<file path="src/rtl/ahb_sram_slave_pkg.sv">
// Shared AHB encodings, FSM state type and lane/size helpers for the SRAM slave.
package ahb_sram_slave_pkg;

  localparam logic [1:0] HTRANS_IDLE   = 2'b00;
  localparam logic [1:0] HTRANS_BUSY   = 2'b01;
  localparam logic [1:0] HTRANS_NONSEQ = 2'b10;
  localparam logic [1:0] HTRANS_SEQ    = 2'b11;

  localparam logic [2:0] HSIZE_BYTE = 3'b000;
  localparam logic [2:0] HSIZE_HALF = 3'b001;
  localparam logic [2:0] HSIZE_WORD = 3'b010;

  localparam logic [1:0] HRESP_OKAY  = 2'b00;
  localparam logic [1:0] HRESP_ERROR = 2'b01;

  localparam logic [2:0] HBURST_SINGLE = 3'b000;
  localparam logic [2:0] HBURST_INCR   = 3'b001;
  localparam logic [2:0] HBURST_INCR4  = 3'b011;
  localparam logic [2:0] HBURST_INCR8  = 3'b101;
  localparam logic [2:0] HBURST_INCR16 = 3'b111;

  typedef enum logic [1:0] {
    ST_IDLE = 2'b00,
    ST_WAIT = 2'b01,
    ST_ERR1 = 2'b10,
    ST_ERR2 = 2'b11
  } state_e;

  // Physical HWDATA byte lanes touched by a transfer; big-endian mirrors the lanes.
  function automatic logic [3:0] lane_be(input logic [2:0] size, input logic [1:0] ofs,
                                         input logic big_endian);
    logic [3:0] be_s;
    be_s = 4'b0000;
    case (size)
      HSIZE_BYTE: be_s = 4'b0001 << ofs;
      HSIZE_HALF: be_s = ofs[1] ? 4'b1100 : 4'b0011;
      HSIZE_WORD: be_s = 4'b1111;
      default:    be_s = 4'b0000;
    endcase
    if (big_endian) begin
      be_s = {be_s[0], be_s[1], be_s[2], be_s[3]};
    end else begin
      be_s = be_s;
    end
    return be_s;
  endfunction

  // Unsupported size or misaligned half/word access.
  function automatic logic size_addr_bad(input logic [2:0] size, input logic [1:0] ofs);
    logic bad_s;
    case (size)
      HSIZE_BYTE: bad_s = 1'b0;
      HSIZE_HALF: bad_s = ofs[0];
      HSIZE_WORD: bad_s = (ofs != 2'b00);
      default:    bad_s = 1'b1;
    endcase
    return bad_s;
  endfunction

endpackage

</file>
<file path="src/rtl/ahb_sram_bank.sv">
// Word-wide SRAM bank: byte-enable writes, registered read with same-edge write forwarding.
// The read register clears when neither loading nor holding, so idle read data is zero.
module ahb_sram_bank #(
  parameter int WORDS = 64,
  parameter int WAW   = 6
) (
  input  logic           HCLK,
  input  logic           HRESET,
  input  logic           we,
  input  logic [3:0]     be,
  input  logic [WAW-1:0] waddr,
  input  logic [31:0]    wdata,
  input  logic           rd_load,
  input  logic           rd_hold,
  input  logic [WAW-1:0] raddr,
  output logic [31:0]    rdata
);

  logic [31:0] mem [WORDS];
  logic [31:0] mem_word_s;
  logic [31:0] fwd_s;
  logic        hit_s;

  assign mem_word_s = mem[raddr];
  assign hit_s      = we && (waddr == raddr);

  // Byte-lane write into the array; contents are never reset.
  always_ff @(posedge HCLK) begin
    if (we) begin
      for (int i = 0; i < 4; i++) begin
        if (be[i]) begin
          mem[waddr][8*i +: 8] <= wdata[8*i +: 8];
        end
      end
    end
  end

  // Forward lanes committed on the same edge so a back-to-back read sees new data.
  always_comb begin
    fwd_s = 32'h0000_0000;
    for (int i = 0; i < 4; i++) begin
      fwd_s[8*i +: 8] = (hit_s && be[i]) ? wdata[8*i +: 8] : mem_word_s[8*i +: 8];
    end
  end

  // Read data register: load on read accept, hold across wait states, otherwise zero.
  always_ff @(posedge HCLK or posedge HRESET) begin
    if (HRESET) begin
      rdata <= 32'h0000_0000;
    end else if (rd_load) begin
      rdata <= fwd_s;
    end else if (rd_hold) begin
      rdata <= rdata;
    end else begin
      rdata <= 32'h0000_0000;
    end
  end

endmodule

</file>
<file path="src/rtl/ahb_sram_slave.sv">
// AHB SRAM slave: accept/error decode, wait-state FSM, lane decode around one SRAM bank.
module ahb_sram_slave
  import ahb_sram_slave_pkg::*;
#(
  parameter logic [31:0] DEPTH_IN_BYTES = 32'h100,
  parameter int          WAIT_STATES    = 0,
  parameter bit          BIG_ENDIAN     = 1'b0
) (
  input  logic        HCLK,
  input  logic        HRESET,
  input  logic        HSEL,
  input  logic [31:0] HADDR,
  input  logic [1:0]  HTRANS,
  input  logic        HWRITE,
  input  logic [2:0]  HSIZE,
  input  logic [2:0]  HBURST,
  input  logic [3:0]  HPROT,
  input  logic [31:0] HWDATA,
  input  logic        HREADY,
  output logic        HREADYOUT,
  output logic [31:0] HRDATA,
  output logic [1:0]  HRESP
);

  localparam int          AW     = $clog2(DEPTH_IN_BYTES);
  localparam int          WORDS  = int'(DEPTH_IN_BYTES >> 2);
  localparam int          WAW    = (AW > 2) ? (AW - 2) : 1;
  localparam logic [3:0]  WS_CNT = 4'((WAIT_STATES > 0) ? (WAIT_STATES - 1) : 0);

  state_e         state_r, state_nxt_s;
  logic [3:0]     cnt_r, cnt_nxt_s;
  logic           hreadyout_r, hreadyout_nxt_s;
  logic [1:0]     hresp_r, hresp_nxt_s;

  logic           valid_q, write_q;
  logic [2:0]     size_q;
  logic [1:0]     ofs_q;
  logic [WAW-1:0] widx_q;

  logic [31:0]    haddr_wrd_s;
  logic           accept_s, bad_s, we_s, rd_load_s, rd_hold_s;
  logic [3:0]     be_s;
  logic           unused_s;

  // Offset modulo memory size; bits above the word index are don't-care.
  assign haddr_wrd_s = (HADDR & (DEPTH_IN_BYTES - 32'd1)) >> 2;
  assign unused_s    = ^{HPROT, HBURST, HTRANS[0], haddr_wrd_s};

  assign accept_s  = HSEL && HREADY && HTRANS[1] && hreadyout_r;
  assign bad_s     = size_addr_bad(HSIZE, HADDR[1:0]);
  assign we_s      = valid_q && write_q && hreadyout_r;
  assign be_s      = lane_be(size_q, ofs_q, BIG_ENDIAN);
  assign rd_load_s = accept_s && !bad_s && !HWRITE;
  assign rd_hold_s = (state_r == ST_WAIT);

  // Next-state, wait counter and next registered response values.
  always_comb begin
    state_nxt_s     = state_r;
    cnt_nxt_s       = cnt_r;
    hreadyout_nxt_s = 1'b1;
    hresp_nxt_s     = HRESP_OKAY;
    case (state_r)
      ST_IDLE, ST_ERR2: begin
        if (accept_s && bad_s) begin
          state_nxt_s = ST_ERR1;
        end else if (accept_s && (WAIT_STATES > 0)) begin
          state_nxt_s = ST_WAIT;
          cnt_nxt_s   = WS_CNT;
        end else begin
          state_nxt_s = ST_IDLE;
        end
      end
      ST_WAIT: begin
        if (cnt_r == 4'd0) begin
          state_nxt_s = ST_IDLE;
        end else begin
          cnt_nxt_s = cnt_r - 4'd1;
        end
      end
      ST_ERR1: state_nxt_s = ST_ERR2;
      default: state_nxt_s = ST_IDLE;
    endcase
    case (state_nxt_s)
      ST_WAIT: begin
        hreadyout_nxt_s = 1'b0;
        hresp_nxt_s     = HRESP_OKAY;
      end
      ST_ERR1: begin
        hreadyout_nxt_s = 1'b0;
        hresp_nxt_s     = HRESP_ERROR;
      end
      ST_ERR2: begin
        hreadyout_nxt_s = 1'b1;
        hresp_nxt_s     = HRESP_ERROR;
      end
      default: begin
        hreadyout_nxt_s = 1'b1;
        hresp_nxt_s     = HRESP_OKAY;
      end
    endcase
  end

  // FSM state, wait counter and registered response outputs.
  always_ff @(posedge HCLK or posedge HRESET) begin
    if (HRESET) begin
      state_r     <= ST_IDLE;
      cnt_r       <= 4'd0;
      hreadyout_r <= 1'b1;
      hresp_r     <= HRESP_OKAY;
    end else begin
      state_r     <= state_nxt_s;
      cnt_r       <= cnt_nxt_s;
      hreadyout_r <= hreadyout_nxt_s;
      hresp_r     <= hresp_nxt_s;
    end
  end

  // Address-phase capture; any pending data phase completes whenever HREADYOUT is high.
  always_ff @(posedge HCLK or posedge HRESET) begin
    if (HRESET) begin
      valid_q <= 1'b0;
      write_q <= 1'b0;
      size_q  <= 3'b000;
      ofs_q   <= 2'b00;
      widx_q  <= '0;
    end else if (hreadyout_r) begin
      valid_q <= accept_s && !bad_s;
      if (accept_s) begin
        write_q <= HWRITE;
        size_q  <= HSIZE;
        ofs_q   <= HADDR[1:0];
        widx_q  <= haddr_wrd_s[WAW-1:0];
      end
    end
  end

  ahb_sram_bank #(
    .WORDS (WORDS),
    .WAW   (WAW)
  ) u_bank (
    .HCLK    (HCLK),
    .HRESET  (HRESET),
    .we      (we_s),
    .be      (be_s),
    .waddr   (widx_q),
    .wdata   (HWDATA),
    .rd_load (rd_load_s),
    .rd_hold (rd_hold_s),
    .raddr   (haddr_wrd_s[WAW-1:0]),
    .rdata   (HRDATA)
  );

  assign HREADYOUT = hreadyout_r;
  assign HRESP     = hresp_r;

endmodule
</file>
<file path="config.mk">
export PLATFORM = sky130hd
export DESIGN_NAME = ahb_sram_slave
export DESIGN_NICKNAME = d
export VERILOG_FILES = /design/src/rtl/ahb_sram_slave_pkg.sv /design/src/rtl/ahb_sram_bank.sv /design/src/rtl/ahb_sram_slave.sv
export SDC_FILE = /design/constraint.sdc
export NUM_CORES = 2
export LEC_CHECK = 0
export BUFFER_PORTS_ARGS = -buffer_cell sky130_fd_sc_hd__buf_2
export CORE_ASPECT_RATIO = 2
export CORE_UTILIZATION = 55
export CTS_CLUSTER_DIAMETER = 200
export DETAILED_ROUTE_END_ITERATION = 10
export PLACE_DENSITY = 0.77
export SLEW_MARGIN = 20
export SYNTH_ARGS = -nofsm -noshare
export SYNTH_HDL_FRONTEND = slang
export SYNTH_HIERARCHICAL = 1
export SYNTH_SLANG_ARGS = --single-unit
</file>
<file path="constraint.sdc">
create_clock -name HCLK -period 2.58 [get_ports HCLK]
set_input_delay 0.516 -clock HCLK [delete_from_list [all_inputs] [get_ports HCLK]]
set_output_delay 0.516 -clock HCLK [all_outputs]
set_load 0.1 [all_outputs]
</file>
; ---- Yosys cells after proc, flatten, opt, wreduce, memory -nomap -nowiden
; Memory sizes are Yosys's and may differ from the RTL's.
; Index checks and enable logic that the tools add are counted.
[classes]
n_addsub = 1
multipliers = 0
div = 0
n_lt_le_gt_ge = 0
n_eq_ne = 12
shift = 1
mux = 26
n_bitwise = 1
n_reduce_logical = 25
[op_table]
columns = operator, n
row1 = $mux 32, 2
row2 = $mux 8, 4
row3 = $mux 1, 14
row4 = $logic_and 1x1->1, 13
row5 = $pmux 4 s3, 1
row6 = $eq 2x2->1 const B, 4
row7 = $eq 3x1->1 const B, 2
row8 = $eq 3x2->1 const B, 2
row9 = $eq 6x6->1, 1
row10 = $logic_not 3->1, 2
row11 = $pmux 2 s3, 1
row12 = $reduce_or 2->1, 3
row13 = $eq 2x1->1 const B, 2
row14 = $logic_not 4->1, 1
row15 = $mux 2, 2
row16 = $mux 4, 1
row17 = $reduce_and 2->1, 2
row18 = $shl 1x2->4 const A, 1
row19 = $sub 4x1->4 const B, 1
row20 = $pmux 1 s3, 1
row21 = $logic_not 1->1, 2
row22 = $logic_not 2->1, 1
row23 = $ne 2x2->1 const B, 1
row24 = $reduce_bool 2->1, 1
row25 = $not 1->1, 1
[word_totals]
ff_bits = 54
latchBits = 0
ramBits = 2048
romBits = 0
input_bits = 81
out_inout_bits = 35
wordCells = 77
memories = 1
[memory_table]
columns = memory, words, word_bits, rd, rd_ports_with_merged_regs, wr, line_no
row1 = u_bank.mem, 64, 32, 1, 0, 1, ahb_sram_bank.sv:19  ; logic [31:0] mem [WORDS];

; ---- Depth between registers and ports, before layout
[depth]
depth_word = 9
ltp_mapped = 12
depth_no_buf = 8

; ---- Cells and area by module
; The synthesis kept the hierarchy.
[modules_own_cells]
columns = mod, instances, cells_per_inst, area_each_um2, seq_area_each_um2
row1 = ahb_sram_bank, 1, 3868, 80781.2, 62299.8
row2 = ahb_sram_slave, 1, 109, 1001.0, 501.7

; ---- Worst setup path before layout
; OpenSTA, ideal clock, no wires.
[synth_timing]
path_type = flip-flop to flip-flop
from = register hreadyout_r, in the netlist HREADYOUT
to = register u_bank.rdata[24]
setup_time_ps = 66
arrival_time_ps = 2890
t_required_ps = 2514
setup_slack_ps = -376
path_stages_with_launch = 11
synth_period_minus_slack_ps = 2956
path_cell_list = dfstp_2 -> and4_1 -> buf_2 -> o211ai_1 -> nor2_1 -> clkbuf_1 -> inv_1 -> nor4_1 -> a22oi_1 -> o21ai_0 -> a221o_1
[synth_via]
word_cells_on_any_way = 9
classes_between = eq/ne (1) / mux (2) / reduce/logical (6)
[synth_rtl]
columns = item, line_no
row1 = from (decl), ahb_sram_slave.sv:32  ; logic hreadyout_r, hreadyout_nxt_s;
row2 = from (signal assigned), ahb_sram_slave.sv:113  ; hreadyout_r <= hreadyout_nxt_s;
row3 = $logic_and 1x1->1 (*), ahb_sram_slave.sv:49  ; assign accept_s = HSEL && HREADY && HTRANS[1] && hreadyout_r;
row4 = $logic_and 1x1->1 (*) (2 in a row), ahb_sram_slave.sv:53  ; assign rd_load_s = accept_s && !bad_s && !HWRITE;
row5 = net rd_load_s, ahb_sram_slave.sv:41  ; logic accept_s, bad_s, we_s, rd_load_s, rd_hold_s;
row6 = $ne 2x2->1 (no source line) or $mux 32 (tied branches), --
row7 = to (signal assigned), ahb_sram_bank.sv:51  ; rdata <= fwd_s;
row8 = to (signal assigned), ahb_sram_bank.sv:53  ; rdata <= rdata;
row9 = to (decl), ahb_sram_bank.sv:16  ; output logic [31:0] rdata
; Mark *: on every way through the listed nets, which the timed path passes. The rest lies on a longest branch.
; A chain may end at the register's enable or synchronous reset.

; ---- Worst setup path in the final report
[layout_timing]
from = register hreadyout_r, in the netlist HREADYOUT
to = register u_bank.rdata[30]
; The elaborated chain is that of the path after synthesis.

==> impl_metrics.csv <==
group,metric,value,unit
die,core,147000,sq um
synthesis,synth_most_common_cell,"edfxtp_1",
route,wl_per_cell,33.7,um
worst_setup_path,critPathArrivalTime,3.33,ns
grt,grt_pass1_vias,45344,
die,fp.dieW,275,um
synthesis,yosysTopAreaCellShare,0.752,
cts,clk_latency,0.82,ns
die,row_count,199,
die,die_area,150000,sq um
power_and_ir_drop,p_leak,31.5,nW
cts,cts_htree_levels,4,
timing,period_share,0.996,
worst_setup_path,path_class,"reg -> reg",
grt,antenna_found_initial,9,
grt,grt_max_degree,68,
grt,grt_pass1_wl,321000,um
synthesis,synth_area,81800,sq um
cts,clk_path_buf_depth,4,
timing,rsz0062_at_grt,"yes",
power_and_ir_drop,p_per_area,705,nW/um^2
power_and_ir_drop,irDropWorstVdd,569,uV
die,die_h,547,um
timing,fin_crit,2.57,ns
cts,cts_tree,"built",
route,drcViolationCount,20,
final_layout,final_nets,4769,
synthesis,synth_area_per_cell,20.6,sq um
final_layout,drive_gt1_frac,0.310,
cts,root_buffer,"clkbuf_16",
timing,fin_ws,0.0101,ns
synthesis,ys_ff_latch,2100,
timing,finalHoldViolations,0,
synthesis,synth_edf_count,2048,
route,vias,44224,
timing,maxSlewViolCount,0,
timing,fin_tns_setup,0,ns
worst_setup_path,endpoint_kind,"flip-flop",
die,initial_core_util,0.556,
timing,worst_pin_slew,1.04,ns
synthesis,synth_async_sr_flop_share,0.0248,
timing,clock.fmax,389,MHz
route,via_per_inst,6.57,
worst_setup_path,critPathRequiredTime,3.34,ns
timing,maxSlewHeadroom,0.309,
worst_setup_path,worst-path-max-fanout,16,
status,status,"finished with violations",
route,postRouteAntennaNets,0,
synthesis,ys_seq_area_frac,0.768,
die,io_pins,116,
route,drt_first_pass_iters,11,
synthesis,ys_top_cells_by_area,"edfxtp_1 (75%), mux4_2 (12%), mux2i_1 (2.4%), dfrtp_1 (1.6%), nor2_1 (1.3%)",
grt,grt_use_total,0.306,
timing,skew,0.0247,ns
power_and_ir_drop,power,0.0669,W
synthesis,ys_types,64,
route,drtIter0Drc,5758,
hold_path,hold_class,"in -> reg",
synthesis,yosysTopAreaCell,"edfxtp_1",
cts,cts_sinks,2100,
place,dp_slack,-0.413,ns
final_layout,area_delta_synth_final,16.1,%
synthesis,syn_inst,3977,
synthesis,synth_fp_nets,4062,
timing,finalSetupViolations,0,
job,maxCapViolations,0,
synthesis,yosys_warnings,6,
place,routabilityCongestion,0.932,
synthesis,synth_common_cells,"edfxtp_1 (2048), mux4_2 (450), nor2_1 (285), mux2i_1 (199), a22oi_1 (140)",
cts,path_clk_slew,0.07,ns
cts,cts_buffers,174,
place,dp_hpwl,155000,um
synthesis,synth_top_flop_cell,"edfxtp_1",
grt,grt-ovfl-total,0,
timing,fin_hold_ws,0.0283,ns
worst_setup_path,cp-start-kind,"flip-flop",
final_layout,fin_util,0.645,
route,routed_wl,227000,um
status,violations,"DRC",
place,io_buffers,82,
[cell type report]
type                            instances  area [sq um]
Sequential cell                      2100         62800
Fill cell                            9156         52200
Multi-Input combinational cell       1621         17900
Timing Repair Buffer                  764          6470
Clock buffer                          232          4620
Tap cell                             1909          2390
Clock inverter                         70           669
Inverter                               23          90.1
Antenna cell                            8          20.0
[registers in the layout, indices dropped and copies added (netlist names)]
register and cells:
state_r 1, u_bank/mem 2048, HRESP 1, u_bank/rdata 32
write_q 1, HREADYOUT 1, cnt_r 4, size_q 3
valid_q 1, widx_q 6, ofs_q 2
[path summary, 6_finish.rpt]
path	start	endpoint	slack [ns]	depth (start not counted)
max	HREADYOUT	u_bank/rdata[30]	0.01	11
max in group asynchronous	HRESET	u_bank/rdata[3]	1.37	4
min	HSIZE[1]	size_q[1]	0.03	4
min in group asynchronous	HRESET	u_bank/rdata[28]	0.41	3
max reg2reg	HREADYOUT	u_bank/rdata[30]	0.01	11
min reg2reg	write_q	write_q	0.48	2
[stage by stage]
step | cells | cell area (sq um)
floorplan | 3977 | 81800
global placement | 6405 | 89400
detailed placement | 6406 | 89400
CTS | 6716 | 94800
global route | 6723 | 94900
finish | 6727 | 94900
[critical path, cell delays in order, from the launching register on]
cell and delay [ns]:
dfstp_4 0.47, and4_1 0.16, o211ai_1 0.10, nor2_1 0.07, buf_4 0.15, buf_4 0.13
buf_4 0.15, nor2b_4 0.54, buf_16 0.25, a21o_1 0.18, nand4b_1 0.13, o211a_1 0.17
[layer usage]
| layer | global-route usage | up-vias | routed length (um) |
|---|---|---|---|
| li1 | - | 17805 | - |
| met1 | 0.341 | 22747 | 68800 |
| met2 | 0.522 | 2896 | 116000 |
| met3 | 0.0514 | 770 | 20300 |
| met4 | 0.234 | 6 | 21600 |
| met5 | 0 | - | 30 |
[placed cells by master, fill, tap and decap left out, types with 12 or more instances in the layout]
master and instances:
a21oi_1 14, a221oi_1 26, a22o_1 36, a22oi_1 136, a31oi_1 17, and3_1 12
buf_12 68, buf_2 77, buf_4 604, bufinv_16 12, clkbuf_1 54, clkbuf_16 175
clkinv_1 26, clkinv_2 20, dfrtp_1 51, edfxtp_1 2048, inv_1 20, mux2_2 14
mux2i_1 199, mux4_2 450, nand2_1 129, nand2b_1 27, nand3_1 21, nand4_1 13
nor2_1 282, nor2b_1 15, nor3_1 23, o21ai_0 19, o22ai_1 32
[repair_timing]
action / 4_1_cts / 5_1_grt
endpoints found under the setup margin: 14 / 89
pin swaps: 1 / 2
gates resized for setup: 9 / 21
endpoints found under the hold margin: 42 / 0
setup buffers: 3 / 3
hold buffers: 5 / 0
[cell families (layout without fill, tap and decap cells)]
kind of cell / after synthesis / after routing / share of synthesized area
compound gates: 364 / 364 / 0.0334
flops: 2100 / 2100 / 0.768
simple gates: 582 / 582 / 0.0316
buf+inv: 256 / 1089 / 0.0155
fa+ha+maj: 4 / 4 / 0.000612
mux: 663 / 663 / 0.150
xor+xnor: 7 / 7 / 0.000750
other cells: 1 / 9 / 0.0000459
[power by group]
part	switching, W	leakage, nW	internal, W	total (W)
Combinational	0.00247	9.80	0.00155	0.00402
Clock	0.0116	2.57	0.0138	0.0255
Sequential	0.0000401	19.1	0.0374	0.0375
No activity file was read; power rests on OpenSTA's default activity.
